## src/rtl/regfile_mp.sv

```systemverilog
// regfile_mp: parametrised multi-port integer register file.
//  - XLEN-bit entries, NREG registers (power of 2), NRD combinational read
//    ports, NWR write ports.
//  - x0 is hardwired to zero. Writes to it are dropped.
//  - Same-cycle write-to-read bypass. When several write ports target the
//    same register, the highest-index enabled port wins, for both the stored
//    value and the bypass.
//  - Optional busy-bit scoreboard, enabled by defining
//    REGFILE_MP_SCOREBOARD_EN.
//    - When the macro is undefined, iss_valid/iss_addr are ignored.
//    - When the macro is undefined, rd_busy is constant 0.
//  - Handshake note: there is no valid/ready pairing here. Writes are
//    qualified only by wr_en. Issue is qualified only by iss_valid. The file
//    never stalls. The issue stage is responsible for not issuing a reader
//    while rd_busy is high.
module regfile_mp #(
  parameter int XLEN = 32,
  parameter int NREG = 32,
  parameter int NRD  = 2,
  parameter int NWR  = 1,
  localparam int AW  = $clog2(NREG)
) (
  input  logic                clk,
  input  logic                rst_n,
  input  logic [NWR-1:0]      wr_en,
  input  logic [NWR*AW-1:0]   wr_addr,
  input  logic [NWR*XLEN-1:0] wr_data,
  input  logic [NRD*AW-1:0]   rd_addr,
  output logic [NRD*XLEN-1:0] rd_data,
  input  logic                iss_valid,
  input  logic [AW-1:0]       iss_addr,
  output logic [NRD-1:0]      rd_busy
);

  // Entry 0 is never written, so it keeps its reset value of zero.
  logic [XLEN-1:0] mem [NREG];

  // Register writes. Later loop iterations override earlier ones, which
  // gives the highest-index port priority on an address collision.
  always_ff @(posedge clk or negedge rst_n) begin
    if (!rst_n) begin
      for (int k = 0; k < NREG; k++) mem[k] <= '0;
    end else begin
      for (int i = 0; i < NWR; i++) begin
        if (wr_en[i] && (wr_addr[i*AW +: AW] != '0))
          mem[wr_addr[i*AW +: AW]] <= wr_data[i*XLEN +: XLEN];
      end
    end
  end

`ifdef REGFILE_MP_SCOREBOARD_EN
  logic [NREG-1:0] busy;

  // Busy bits. Retiring writes clear first, then a new issue sets. When both
  // hit the same register in one cycle, the new producer wins. Bit 0 is
  // never set.
  always_ff @(posedge clk or negedge rst_n) begin
    if (!rst_n) begin
      busy <= '0;
    end else begin
      for (int i = 0; i < NWR; i++) begin
        if (wr_en[i]) busy[wr_addr[i*AW +: AW]] <= 1'b0;
      end
      if (iss_valid && (iss_addr != '0)) busy[iss_addr] <= 1'b1;
    end
  end
`else
  logic unused_iss;
  assign unused_iss = ^{iss_valid, iss_addr};
`endif

  for (genvar r = 0; r < NRD; r++) begin : g_rd
    logic [AW-1:0]   ra;
    logic            hit;
    logic [XLEN-1:0] bval;

    assign ra = rd_addr[r*AW +: AW];

    // Bypass search across write ports; highest enabled matching port wins.
    always_comb begin
      hit  = 1'b0;
      bval = '0;
      for (int i = 0; i < NWR; i++) begin
        if (wr_en[i] && (wr_addr[i*AW +: AW] == ra)) begin
          hit  = 1'b1;
          bval = wr_data[i*XLEN +: XLEN];
        end
      end
    end

    // Outputs are forced to zero while reset is held, even if a write
    // enable is asserted at the same time.
    assign rd_data[r*XLEN +: XLEN] = (!rst_n || (ra == '0)) ? '0 :
                                     hit ? bval : mem[ra];

`ifdef REGFILE_MP_SCOREBOARD_EN
    assign rd_busy[r] = rst_n && busy[ra] && !hit;
`else
    assign rd_busy[r] = 1'b0;
`endif
  end

endmodule

```

## config.mk

```make
export PLATFORM = sky130hd
export DESIGN_NAME = regfile_mp
export DESIGN_NICKNAME = d
export VERILOG_FILES = /design/src/rtl/regfile_mp.sv
export SDC_FILE = /design/constraint.sdc
export NUM_CORES = 2
export LEC_CHECK = 0
export ABC_AREA = 1
export BUFFER_PORTS_ARGS = -buffer_cell sky130_fd_sc_hd__buf_2
export CAP_MARGIN = 20
export CORE_MARGIN = 2
export CORE_UTILIZATION = 54
export DETAILED_ROUTE_END_ITERATION = 7
export PLACE_DENSITY = 0.66
export SETUP_SLACK_MARGIN = 0.15
export SYNTH_ARGS = -nofsm -noshare
export SYNTH_HDL_FRONTEND = slang
export SYNTH_SLANG_ARGS = --single-unit
```

## constraint.sdc

```tcl
create_clock -name clk -period 2.4 [get_ports clk]
set_clock_uncertainty 0.2 [all_clocks]
set_input_delay 0.36 -clock clk [delete_from_list [all_inputs] [get_ports clk]]
set_output_delay 0.36 -clock clk [all_outputs]
set_load 0.03 [all_outputs]
```

==> results.toml <==
[sta]
hold_slack_ns = 0.0363
rsz0062_at_grt = "true"
slew_viol_final = 0
setup_viol = 64
max_slew.worst_pin.slew_ns = 0.809
setup_ws_ns = -0.607
min_period_over_period = 1.25
hold_violations = 0
max_freq_mhz = 333
relSlewSlack = 0.460
fin_crit_ns = 3.01

[place]
dp_hpwl_mm = 156
portBuffers = 113
dpl_cell_area_um2 = 67200
pre_cts_ws_ns = -0.390
globalplace.congestion = 0.947

[setup_path]
cpPeakStageDelay_ns = 0.36
r2r-start = "mem[735]$_DFFE_PN0P_"
ff2ff_path_depth = 4
crit_type = "flop to primary output"
path_cells = "inv_2, o21ai_2, nand2_1, a21oi_2, buf_4, nor2_2, nand2_2, nand2_4, buf_12, a21oi_4, buf_6"
arrival_ns = 2.45
reg2reg_to = "mem[735]$_DFFE_PN0P_"
reg2reg_slack_ns = 1.26
startpoint_type = "flop"
cp_slowest_cell = "dfrtp_1"
required_ns = 1.84
crit_fanout = 2
endpoint_kind = "primary output"

[yosys]
synth_compound_area_frac = 0.117
synth_top_area_cell = "dfrtp_1"
synth_top_area_share = 0.431
synth-seq-cells = 1024
synth-xor-area-share = 0.000147
syn_area_per_cell_um2 = 6.53
synth_cells = 9102
yosysWarnings = 0
synth_area_leaders = "dfrtp_1 (43%), nand2_1 (23%), nand3_1 (9.4%), o21ai_0 (8.5%), inv_1 (5.1%)"
synth_mux_area_frac = 0
yosys.area_share.simple = 0.353
ys_seq_area_frac = 0.431
synth_top_family_by_area = "simple AND/OR/NAND/NOR gates"
syn_area_um2 = 59400
synth-adder-area-share = 0
synth_cell_types = 24

[drt]
wl_per_cell_um = 23.8
drt-vias-per-instance = 5.97
ant_nets = 0
drt_drc_violations_left = 3
vias = 65200
drtIter0Drc = 9155
routed_wl_mm = 260
drt_pre_antenna_iters = 8

[die]
die-width_um = 336
coreArea_um2 = 109000
core.rowCount = 121
ios = 122
die_area_um2 = 113000
die_h_um = 336
start_util = 0.545

[layout]
fin_area_um2 = 75900
top_register = "mem"
fin_nets = 9459
syn_to_final_growth_pct = 27.7
layout.cells.most_common = "nand2_1"
top_regs = "mem x1024"
most-common-layout-cells = "nand2_1 (3,412), dfrtp_1 (1,024), nand3_1 (1,010)"
fin_util = 0.696
final_layout_size_suffix_gt1_frac = 0.168
largest_reg_flops = 1024

[grt]
grt.total_usage = 0.446
overflow = 0
grt_pass1_vias = 59600
antenna_found_initial = 19
grt_max_degree = 131
grt_pass1_wl_mm = 378

[power]
total_power_mw = 54.9
power_leakage_nw = 37.2
power_density_nw_per_um2 = 724
ir_drop_mv = 0.674

[min_path]
hold_path_end = "mem[552]$_DFFE_PN0P_"
holdPathStages = 4
min_from = "wr_data[8]"
hold_class = "input pin to flop"

[cts]
cts-buffers-inserted = 114
path_clk_slew_ns = 0.06
cts_max_level = 3
cts_tree = "built"
ctsRootBufferMaster = "clkbuf_16"
cts_sinks = 1024
clk-insertion-delay-late_ns = 0.73
cts_buffer_depth = 3

[run_status]
status = "finished, violations left"
violations = "design-rule violations, negative setup slack"

[job]
drv_cap = 0
==> repair_timing <==
| action | 4_1_cts | 5_1_grt |
|---|---|---|
| resized for setup | 523 | 275 |
| endpoints found under the setup margin | 64 | 233 |
| pin swaps | 180 | 279 |
| hold buffers | 33 | 1 |
| gates cloned | 14 | 23 |
| buffers inserted | 48 | 72 |
| endpoints found under the hold margin | 462 | 4 |
==> how the worst max path moves through the flow <==
stage	start	end	slack, ns	cells after the start
after floorplan	rd_addr[8]	rd_data[32]	0.16	8
after global placement	rd_addr[6]	rd_data[39]	-0.41	11
after detailed placement	rd_addr[0]	rd_data[27]	-0.39	11
after CTS	mem[417]$_DFFE_PN0P_	rd_data[1]	-0.58	11
after global routing	mem[417]$_DFFE_PN0P_	rd_data[1]	-0.66	11
final	mem[417]$_DFFE_PN0P_	rd_data[1]	-0.61	11
==> cell usage after synthesis <==
| cell | n |
|---|---|
| nand2_1 | 3583 |
| nand3_1 | 1121 |
| dfrtp_1 | 1024 |
| o21ai_0 | 1012 |
| inv_1 | 800 |
| clkbuf_1 | 544 |
| nor2_1 | 473 |
| o21ai_1 | 142 |
| a21oi_1 | 131 |
| buf_2 | 90 |
| buf_1 | 82 |
| o211ai_1 | 61 |
| inv_2 | 7 |
| nor3_2 | 6 |
| clkinv_1 | 5 |
| nor3_1 | 5 |
| o22ai_1 | 5 |
| nor2_2 | 4 |
| buf_4 | 2 |
| clkbuf_2 | 1 |
| conb_1 | 1 |
| nand4_1 | 1 |
| nor4_4 | 1 |
| xor2_1 | 1 |
==> per-stage QoR <==
step                instances  TNS, ns
detailed placement      10500   -18.89
global route            10900   -19.77
CTS                     10800   -14.68
floorplan                9103        0
finish                  10900   -16.05
global placement        10500   -17.95
==> cell families after synthesis <==
kind of cell,count (synthesis)
AOI/OAI and AO/OA,1351
xor gates and xnor gates,1
DFF,1024
and+or+nand+nor,5194
buffers and inverters,1531
other,1
==> metal layers <==
| layer | wire length [um] | up-vias | part of all wire | global-route usage |
|---|---|---|---|---|
| li1 | - | 29300 | - | - |
| met1 | 97200 | 30300 | 0.37 | 0.603 |
| met2 | 108000 | 4556 | 0.41 | 0.649 |
| met3 | 36800 | 1056 | 0.14 | 0.121 |
| met4 | 18300 | 10 | 0.070 | 0.247 |
| met5 | 62 | - | 0.00024 | 0 |
==> report_power, final <==
| part | switching, mW | total, mW | internal (mW) |
|---|---|---|---|
| registers | 2.15 | 22.7 | 20.5 |
| logic | 8.51 | 14.0 | 5.48 |
| clock network | 7.72 | 18.3 | 10.6 |
==> critical path: cells and delay by family, from the launching register on <==
kind	cells	cell delay, ns
and+or+nand+nor	4	0.27
AOI/OAI and AO/OA	3	0.59
buffers and inverters	4	0.51
DFF	1	0.36
==> area by class of cell <==
cell class                      instances  area [um2]
Inverter                              812        3130
Sequential cell                      1024       25600
Multi-Input combinational cell       6548       30500
Clock inverter                         45         499
Clock buffer                          164        3330
Antenna cell                           15        37.5
Timing Repair Buffer                  903       11000
Fill cell                            9177       33100
Tap cell                             1414        1770
Power figures use the tool's default switching activity.
